==> src/rtl/alu_result_stage.sv <==
// Registered 2-entry output buffer behind the combinational 64-bit ALU.
// Adds valid/ready toward writeback, sticky carry/overflow and a retire count.
module alu_result_stage #(
  parameter int DATA_WIDTH = 64,
  parameter int OPC_WIDTH  = 4,
  parameter int CNT_WIDTH  = 16
) (
  input  logic                  clk,
  input  logic                  rst_n,
  input  logic                  inValid,
  output logic                  inReady,
  input  logic [OPC_WIDTH-1:0]  inOpcode,
  input  logic [DATA_WIDTH-1:0] result,
  input  logic                  carryFlag,
  input  logic                  zeroFlag,
  input  logic                  overFlowFlag,
  output logic                  outValid,
  input  logic                  outReady,
  output logic [OPC_WIDTH-1:0]  outOpcode,
  output logic [DATA_WIDTH-1:0] outResult,
  output logic                  outCarry,
  output logic                  outZero,
  output logic                  outOverflow,
  output logic                  stickyCarry,
  output logic                  stickyOverflow,
  input  logic                  stickyClear,
  output logic [CNT_WIDTH-1:0]  opCount
);

  localparam int EW = OPC_WIDTH + DATA_WIDTH + 3;

  logic [EW-1:0]        r_mem [2];
  logic [EW-1:0]        r_hold;
  logic [1:0]           r_occ;
  logic                 r_wp;
  logic                 r_rp;
  logic                 r_sc;
  logic                 r_so;
  logic [CNT_WIDTH-1:0] r_cnt;

  logic                 w_push;
  logic                 w_pop;
  logic [EW-1:0]        w_in;
  logic [EW-1:0]        w_head;

  assign inReady  = rst_n && (r_occ != 2'd2);
  assign outValid = (r_occ != 2'd0);
  assign w_push   = inValid && inReady;
  assign w_pop    = outValid && outReady;

  assign w_in = {inOpcode, result, carryFlag,
                 zeroFlag, overFlowFlag};

  // Empty buffer shows the last retired entry, not a stale slot
  assign w_head = outValid ? r_mem[r_rp] : r_hold;

  assign {outOpcode, outResult, outCarry,
          outZero, outOverflow} = w_head;

  assign stickyCarry    = r_sc;
  assign stickyOverflow = r_so;
  assign opCount        = r_cnt;

  always_ff @(posedge clk) begin
    if (!rst_n) begin
      r_mem[0] <= '0;
      r_mem[1] <= '0;
      r_hold   <= '0;
      r_occ    <= 2'd0;
      r_wp     <= 1'b0;
      r_rp     <= 1'b0;
    end else begin
      if (w_push) begin
        r_mem[r_wp] <= w_in;
        r_wp        <= ~r_wp;
      end
      if (w_pop) begin
        r_hold <= r_mem[r_rp];
        r_rp   <= ~r_rp;
      end
      unique case ({w_push, w_pop})
        2'b10:   r_occ <= r_occ + 2'd1;
        2'b01:   r_occ <= r_occ - 2'd1;
        default: r_occ <= r_occ;
      endcase
    end
  end

  // A flagged push in the same cycle as a clear keeps its flag
  always_ff @(posedge clk) begin
    if (!rst_n) begin
      r_sc <= 1'b0;
      r_so <= 1'b0;
    end else if (w_push) begin
      r_sc <= (r_sc && !stickyClear) || carryFlag;
      r_so <= (r_so && !stickyClear) || overFlowFlag;
    end else if (stickyClear) begin
      r_sc <= 1'b0;
      r_so <= 1'b0;
    end
  end

  always_ff @(posedge clk) begin
    if (!rst_n) begin
      r_cnt <= '0;
    end else if (w_pop && (r_cnt != '1)) begin
      r_cnt <= r_cnt + 1'b1;
    end
  end

endmodule
==> config.mk <==
export PLATFORM = sky130hd
export DESIGN_NAME = alu_result_stage
export DESIGN_NICKNAME = d
export VERILOG_FILES = /design/src/rtl/alu_result_stage.sv
export SDC_FILE = /design/constraint.sdc
export NUM_CORES = 1
export LEC_CHECK = 0
export ABC_CLOCK_PERIOD_IN_PS = 8600
export CAP_MARGIN = 10
export CORE_ASPECT_RATIO = 0.6
export CORE_UTILIZATION = 53
export CTS_CLUSTER_DIAMETER = 150
export CTS_CLUSTER_SIZE = 16
export DETAILED_ROUTE_END_ITERATION = 8
export GPL_ROUTABILITY_DRIVEN = 0
export HOLD_SLACK_MARGIN = 0.08
export PLACE_DENSITY = 0.79
export SLEW_MARGIN = 20
export SYNTH_ARGS = -nofsm -noshare
export SYNTH_HDL_FRONTEND = slang
export SYNTH_SLANG_ARGS = --single-unit
==> constraint.sdc <==
create_clock -name clk -period 8.6 [get_ports clk]
set_clock_uncertainty 0.05 [all_clocks]
set_input_delay 1.72 -clock clk [delete_from_list [all_inputs] [get_ports clk]]
set_output_delay 1.72 -clock clk [all_outputs]
set_load 0.02 [all_outputs]
After elaboration in Yosys (flattened, before gate mapping)
Memories as Yosys holds them, arrays and structs flattened. A register that Yosys moved wholly into a read port is not among the register bits.
Index checks and enable logic that the tools add are counted.
{"block": "classes", "n_eq_ne": 4, "reduce_logical": 13, "bitwise": 2, "add_sub_neg": 3, "n_mux": 14}
{"operator": "71-bit two-way mux", "count": 2}
{"operator": "71-bit OR reduction", "count": 1}
{"operator": "16-bit by 1-bit adder with 16-bit output, second input constant", "count": 1}
{"operator": "16-bit != test, second input constant", "count": 1}
{"operator": "1-bit two-way mux", "count": 11}
{"operator": "1-bit logical AND", "count": 6}
{"operator": "2-bit nonzero test", "count": 3}
{"operator": "2-bit one-hot mux with 2 select lines", "count": 1}
{"operator": "2-bit by 1-bit adder with 2-bit output, second input constant", "count": 1}
{"operator": "2-bit by 1-bit equality test with 1-bit output, second input constant", "count": 1}
{"operator": "2-bit equality test, second input constant", "count": 1}
{"operator": "1-bit logical OR", "count": 2}
{"operator": "2-bit != test, second input constant", "count": 1}
{"operator": "1-bit NOT", "count": 2}
{"operator": "2-bit by 1-bit subtractor with 2-bit output, second input constant", "count": 1}
{"operator": "1-bit zero test", "count": 1}
{"block": "word_totals", "out_inout_bits": 91, "in_bits": 76, "n_memories": 1, "word_cells": 44, "ramBits": 142, "ff_bits": 93}
{"name": "r_mem", "depth": 2, "word_bits": 71, "read_ports": 1, "rd_ports_with_merged_regs": 1, "wr": 2, "line": "32", "text": "logic [EW-1:0] r_mem [2];"}

Longest topological paths before layout
Gate-level depths: netlist (run 1).
{"block": "depth", "depth_word": 8, "depth_mapped": 8, "depth_no_buf": 7}

Worst setup path before layout (run 1)
No wires, ideal clock.
{"block": "synth_path", "path_type": "input-to-reg", "from": "input rst_n", "to": "memory r_mem[0][0] (netlist name) (enable)", "arrival_ns": 6.958, "stages": 3, "slack_ns": 0.994, "required_time_ns": 7.952, "n_path_buf": 0, "setup_time_ns": 0.598, "cell_sequence": "o211a_1 > inv_1 > o21ai_0"}
{"item": "from (decl)", "line": "9", "text": "input logic rst_n,"}
{"item": "to (decl)", "line": "32"}

Final worst setup path (run 1)
{"block": "layout_path", "from": "register r_occ[0]", "to": "output outOpcode[2]"}
{"block": "layout_via", "elab_chain_cells": 2}
{"item": "from (decl)", "line": "34", "text": "logic [1:0] r_occ;"}
{"item": "from (signal assigned)", "line": "82", "text": "2'b10: r_occ <= r_occ + 2'd1;"}
{"item": "from (signal assigned)", "line": "83", "text": "2'b01: r_occ <= r_occ - 2'd1;"}
{"item": "from (signal assigned)", "line": "84", "text": "default: r_occ <= r_occ;"}
{"item": "2-bit nonzero test", "line": "47", "text": "assign outValid = (r_occ != 2'd0);"}
{"item": "71-bit two-way mux", "line": "55", "text": "assign w_head = outValid ? r_mem[r_rp] : r_hold;"}
{"item": "to (decl)", "line": "19", "text": "output logic [OPC_WIDTH-1:0] outOpcode,"}
Every way passes these cells.

==> impl_summary.log, run 1 <==
[metrics] initial standard-cell utilization of the core: 55.1%
[metrics] synthesized cell area: just over 10000 sq um
[metrics] global-route wire length before repair: about 35000 um
[metrics] count of cell types in the netlist: 36
[metrics] Hold Buf Count CTS: 0
[metrics] Slew @ Worst Pin: 1.04 ns
[metrics] worst reg2reg setup slack: 5.59 ns
[metrics] maximum count of clock buffers along a single path: 3
[metrics] number of global-route vias before repair: 6581
[metrics] number of synthesized flops with an enable pin: 142
[metrics] total setup buffers inserted after CTS: 0
[metrics] main combinational cell family by area after synthesis: simple AND/OR/NAND/NOR gates
[metrics] xor-xnor portion of the synthesized cell area: 0.520%
[metrics] HPWL after detailed placement: approximately 13000 um
[metrics] proportion of synthesized chip area in sequential cells: 60.8%
[metrics] Int Power: roughly 2700 uW
[metrics] area of the core: about 18000 sq um
[metrics] Mapped Cells: just over 900
[metrics] final max-slew violation count: 0
[metrics] I/O pins: ~170
[metrics] post-place instance area: 11900 sq um
[metrics] crit end category: primary output
[metrics] minimum clock period: 5.15 ns
[metrics] R2R Path End: r_occ[1]
[metrics] Hold Path Cell Cnt: 2
[metrics] count of buffers from port buffering: 166
[metrics] status: finished, final reports clean
[metrics] top library cells by usage in the layout, fill and taps aside: sky130_fd_sc_hd__clkdlybuf4s50_1 (166), sky130_fd_sc_hd__nor2_1 (152), sky130_fd_sc_hd__edfxtp_1 (142)
[metrics] gr ovfl total: 0
[metrics] part of the total power dissipated in combinational logic: 47.9%
[metrics] simple logic cell fraction of the synthesized area: about 17%
[metrics] power density over the cells: approximately 360 nW/um^2
[metrics] detailed router's first-iteration violation count: around 580
[metrics] Worst Path Required: 6.83 ns
[metrics] largest stage delay on the critical path: around 0.80 ns
[metrics] worst r2r path cells: 6
[metrics] worst hold path type: register to register
[metrics] fraction of the mapped netlist area in compound gates: between 10 and 15%
[metrics] Routed Wire Length: 22300 um
[metrics] signed area change from the synthesized netlist to the final layout: 22.6%
[metrics] Post-Syn Area per Cell: 11.1 sq um
[metrics] leading cell type in the layout, fill and taps excluded: sky130_fd_sc_hd__clkdlybuf4s50_1
[metrics] Final Hold Vio Count: 0
[metrics] number of max-cap violations: 0
[metrics] maximum number of pins on one net before global-route repair: 101
[metrics] Slowest-stage cell, CP: sky130_fd_sc_hd__buf_4
[metrics] final std cell area, no fill: 12400 sq um
[metrics] Setup TNS Final: 0 ns
[metrics] count of buffering cells on the critical path with inverters included: 2
[metrics] worst hold path endpoint: r_hold[8]
[metrics] clock tree from TritonCTS: built
[metrics] endpoint arrival time on the critical path: between 3 and 4 ns
[metrics] DR vias: 7210
[metrics] clock latency at the later pin of the worst-skew pair: 0.49 ns
[metrics] Net Sw Frac: 38.5%
[metrics] Resize count post-CTS: 0
[metrics] Post-Synth Adder-Cell Area: 0.248%
[metrics] Avg WL per Cell: about 17 um
[metrics] portion of total power attributed to the clock network: 18.2%
[metrics] initial antenna violation count: 2
[metrics] FF+latch count, synth: 236
[metrics] Total GRT Usage: 22.4%
[metrics] top_reg_cell synth: sky130_fd_sc_hd__edfxtp_1
[metrics] # DRC: 0
[metrics] critical path cell sequence: or2_4, buf_4, nor2_1, a21oi_1, clkdlybuf4s50_1
[metrics] startpoint of the worst-slack reg-to-reg timing path: r_occ[0]
[metrics] worst hold slack: 0.449 ns
[metrics] highest ir drop seen on vdd: between 200 and 250 uV
[metrics] clock sink count: 236
[metrics] total die area: 19600 sq um
[metrics] Row Count: 38
[metrics] TritonRoute pass-1 iters: 5
[metrics] setup repair after global routing missed its margin: false
[metrics] final-report setup violation count: 0
[metrics] kind of cell adding the most delay to the critical path: buffers and inverters
[metrics] post-route fraction of the period consumed by the critical path: 59.8%
[metrics] maximum fanout along the worst path: 99
[metrics] Final #Nets: between 1000 and 1500
[metrics] static leakage: 0.00449 uW
[metrics] proportion of layout cells with a drive suffix above 1: 3.75%
[metrics] Design Power: approximately 4400 uW
[metrics] tightest slew margin relative to the limit: between 30% and 40%
[metrics] worst setup path class: register to primary output
[metrics] n_diodes: 0
[metrics] utilization after layout: 67.5%
[metrics] die width: 180 um
[metrics] via density per instance: approximately 5.6
[metrics] Worst setup SP type: register
[metrics] proportion of register bits with asynchronous set or reset after synthesis: 0%
[metrics] part of the power in registers: 33.9%
[metrics] switching power total: 1710 uW
[metrics] maximum clock frequency: between 150 and 200 MHz
[metrics] CTS clock-pin slew for the worst setup and hold paths: around 0.07 ns
[metrics] master cell of the clock root buffer: sky130_fd_sc_hd__clkbuf_16
[metrics] # H-tree levels: 1
[metrics] number of buffers created by CTS: 18
[metrics] Detail Route Antenna Nets: 0
[metrics] Die Span Y: 109 um
[metrics] synthesized net count: 988
[metrics] launch point of the worst hold path: r_hold[8]
[metrics] mux cell area share after synthesis: between 7 and 8%
[metrics] count of warnings emitted by yosys: 0
metal layers:
metal,track usage [%],up-vias,wire length (um)
met3,3.91,32,1300
met4,5.56,2,413
met5,0,-,17
li1,-,3521,-
met1,32.3,3436,10600
met2,35.3,219,9960
flip-flops by register name (all words and copies together), names as in the netlist, named ones only:
signal / flops
stickyCarry: 1
opCount: 16
r_mem: 142
r_rp: 1
r_occ: 2
stickyOverflow: 1
r_wp: 1
r_hold: 71
power groups by stage:
stage	combinational, uW	clock, uW	sequential (uW)
final	2130	810	1500
after CTS	2140	819	1500
after global routing	2290	858	1520
after floorplan	1290	0	1490
after global placement	2090	0	1520
after detailed placement	2120	0	1530
stage by stage:
step | setup WS, ns | std cells
6_report | 3.45 | 1280
5_1_grt | 3.28 | 1280
4_1_cts | 3.49 | 1280
3_5_place_dp | 3.59 | 1248
3_3_place_gp | 3.66 | 1248
2_1_floorplan | 0.994 | 910
tightest hold or removal path, cell delays in order, from the launching register on:
cell and delay [ns]:
sky130_fd_sc_hd__dfxtp_1 0.31, sky130_fd_sc_hd__nor2_1 0.09, sky130_fd_sc_hd__a211oi_1 0.05
cell type report:
type | count | area, sq um
Inverter | 5 | 22.5
Tap cell | 240 | 300
Sequential cell | 236 | 6150
Timing Repair Buffer | 174 | 1720
Fill cell | 1361 | 5960
Multi-Input combinational cell | 593 | 3660
Clock buffer | 32 | 546
cells by family after synthesis:
group,count (synthesis)
and+or+nand+nor,335
buffers and inverters,81
adders and majority gates,2
muxes,73
DFF,236
xor gates and xnor gates,6
AOI/OAI and AO/OA,177
how the worst max path moves through the flow:
stage	cells after the start	slack (ns)	start	to
floorplan	3	0.99	rst_n	r_mem[0][0]
global placement	3	3.66	rst_n	inReady
detailed placement	6	3.59	rst_n	r_mem[0][59]
CTS	5	3.49	r_occ[0]	outOpcode[2]
global route	5	3.28	r_occ[0]	outOpcode[2]
finish	5	3.45	r_occ[0]	outOpcode[2]
synth_stat cells (6+ instances only):
cell type,instances,area [sq um]
sky130_fd_sc_hd__edfxtp_1,142,4260
sky130_fd_sc_hd__a211oi_1,72,541
sky130_fd_sc_hd__mux2i_1,73,731
sky130_fd_sc_hd__nor2_1,153,574
sky130_fd_sc_hd__buf_2,20,100
sky130_fd_sc_hd__or4_1,7,52.6
sky130_fd_sc_hd__o21ai_0,6,30.0
sky130_fd_sc_hd__and3_1,72,450
sky130_fd_sc_hd__dfxtp_1,94,1880
sky130_fd_sc_hd__and2_1,71,444
sky130_fd_sc_hd__clkbuf_1,50,188
sky130_fd_sc_hd__o31ai_1,6,45.0
sky130_fd_sc_hd__a21oi_1,86,430
sky130_fd_sc_hd__nand3_1,7,35.0
sky130_fd_sc_hd__nand2_1,8,30.0
Note: power is estimated with default switching activity, not from simulation.
==> run 2: changes to the inputs <==
- ABC_CLOCK_PERIOD_IN_PS: 8600 -> 4600
- CORE_UTILIZATION: 53 -> 48
- PLACE_DENSITY: 0.79 -> 0.76
- clock period: 8.6 -> 4.6 ns (I/O delays scaled with it)
==> run 2 against run 1 <==
Compared with the run above: routed wire length grew 1.6%; critical path type unchanged; sequential power grew 88%; final area grew 1.1%; sequential share of layout area shrank 0.56 points; clock-buffer cell count is the same; final cell count grew 3.0%; critical path depth is the same; die area grew 10%; via count shrank 0.93%; global-route usage shrank 1.2 points; core utilization shrank 5.8 points; non-clock buffer count grew 5.
==> impl_summary.log, run 2 (synthesis gave the netlist of run 1 again) <==
[metrics] post-place instance area: about 12000 sq um
[metrics] number of fill cells in the layout: around 1700
[metrics] die width: 189 um
[metrics] Resize count post-CTS: 0
[metrics] leading cell type in the layout, fill and taps excluded: sky130_fd_sc_hd__clkdlybuf4s50_1
[metrics] largest stage delay on the critical path: 0.65 ns
[metrics] # H-tree levels: 1
[metrics] Total GRT Usage: 21.1%
[metrics] max reg flops: roughly 140
[metrics] power density over the cells: around 660 nW/um^2
[metrics] status: finished, final reports clean
[metrics] I/O pins: 167
[metrics] Routed Wire Length: 22700 um
[metrics] final-report setup violation count: 0
[metrics] total die area: 21700 sq um
[metrics] final max-slew violation count: 0
[metrics] Avg WL per Cell: 17.2 um
[metrics] minimum clock period: 3.82 ns
[metrics] global-route wire length before repair: 36200 um
[metrics] number of buffers created by CTS: 18
[metrics] top library cells by usage in the layout, fill and taps aside: sky130_fd_sc_hd__clkdlybuf4s50_1 (166), sky130_fd_sc_hd__nor2_1 (152), sky130_fd_sc_hd__edfxtp_1 (142)
[metrics] highest ir drop seen on vdd: 392 uV
[metrics] static leakage: 0.00454 uW
[metrics] Detail Route Antenna Nets: 0
[metrics] multi-input combinational cell area: roughly 3700 sq um
[metrics] worst setup path class: register to primary output
[metrics] Final #Nets: 1111
[metrics] clock sink count: approximately 240
[metrics] DR vias: 7143
[metrics] count of buffers from port buffering: ~170
[metrics] Die Span Y: 114 um
[metrics] area of the core: between 20000 and 25000 sq um
[metrics] detailed router's first-iteration violation count: 490
[metrics] Final Hold Vio Count: 0
[metrics] endpoint arrival time on the critical path: 2.85 ns
[metrics] via density per instance: 5.42
[metrics] CTS clock-pin slew for the worst setup and hold paths: roughly 0.07 ns
[metrics] critical path cell sequence: or2_4, buf_4, nor2_1, a21oi_1, clkdlybuf4s50_1
[metrics] master cell of the clock root buffer: sky130_fd_sc_hd__clkbuf_16
[metrics] Setup TNS Final: 0 ns
[metrics] Slew @ Worst Pin: just over 0.8 ns
[metrics] number of max-cap violations: 0
[metrics] Hold Buf Count CTS: 0
[metrics] signed area change from the synthesized netlist to the final layout: 24.0%
[metrics] gr ovfl total: 0
[metrics] initial antenna violation count: 2
[metrics] maximum count of clock buffers along a single path: 3
[metrics] maximum number of pins on one net before global-route repair: 86
[metrics] worst hold path type: register to register
[metrics] TritonRoute pass-1 iters: 5
[metrics] n_diodes: 0
[metrics] clock tree from TritonCTS: built
[metrics] Worst Path Required: around 3.6 ns
[metrics] Slowest-stage cell, CP: sky130_fd_sc_hd__clkdlybuf4s50_1
[metrics] Top reg by flops: r_mem
[metrics] Worst setup SP type: register
[metrics] setup repair after global routing missed its margin: false
[metrics] total setup buffers inserted after CTS: 0
[metrics] proportion of layout cells with a drive suffix above 1: 4.21%
[metrics] initial standard-cell utilization of the core: 49.8%
[metrics] maximum clock frequency: 262 MHz
[metrics] clock latency at the later pin of the worst-skew pair: ~0.49 ns
[metrics] Row Count: 40
[metrics] crit end category: primary output
[metrics] area taken by flip-flops and latches: slightly above 6000 sq um
[metrics] # DRC: 0
[metrics] tightest slew margin relative to the limit: between 40% and 50%
[metrics] HPWL after detailed placement: between 10000 and 15000 um
[metrics] final std cell area, no fill: 12500 sq um
[metrics] maximum fanout along the worst path: between 40 and 50
[metrics] post-route fraction of the period consumed by the critical path: 83.0%
[metrics] number of global-route vias before repair: about 6800
run 2: cell types whose count changed in the layout (fill, tap and decap cells not counted):
cell / before / now
sky130_fd_sc_hd__buf_12: 0 / 5
run 2: stage by stage:
stage / hold WS (ns) / std cells / worst slack, ns / util, % / total power (uW)
finish: 0.450 / 1318 / 0.783 / 61.7 / 8330
global route: 0.477 / 1318 / 0.626 / 61.7 / 8800
CTS: 0.451 / 1318 / 0.766 / 61.7 / 8400
detailed placement: 0.441 / 1286 / 0.926 / 59.0 / 6870
global placement: 0.435 / 1286 / 0.978 / 59.0 / 6820
floorplan: 0.428 / 910 / 1.08 / - / 5200
run 2: worst max-delay path: cells and delay by family, from the launching register on:
| kind | cells | cell delay [ns] |
|---|---|---|
| buf+inv | 2 | 1.12 |
| compound gates | 1 | 0.19 |
| flops | 1 | 0.46 |
| simple gates | 2 | 0.56 |
run 2: layer usage:
layer | vias to the layer above | GRT usage, % | part of all wire, %
met5 | - | 0 | 0.12
met1 | 3385 | 30.7 | 48
met4 | 4 | 3.76 | 1.3
met3 | 23 | 4.63 | 6.6
li1 | 3534 | - | -
met2 | 197 | 32.8 | 44
run 2: cell type report:
type / count / area share, %
sequential: 236 / 49.1
multi-input combinational: 593 / 29.2
timing repair buffer: 179 / 14.5
clock buffer: 32 / 4.35
tap: 273 / 2.72
inverter: 5 / 0.180
run 2: where the power goes:
group	internal [uW]	switching (uW)
logic	1720	2280
clock network	806	708
registers	2610	209
run 2: final timing paths:
| check | endpoint | depth (start not counted) | startpoint | slack, ns |
|---|---|---|---|---|
| worst min-delay path | r_hold[25] | 2 | r_hold[25] | 0.45 |
| worst max register to register | r_mem[1][2] | 5 | r_occ[0] | 2.15 |
| worst max-delay path | outResult[46] | 5 | r_occ[0] | 0.78 |
| worst min register to register | r_hold[25] | 2 | r_hold[25] | 0.45 |
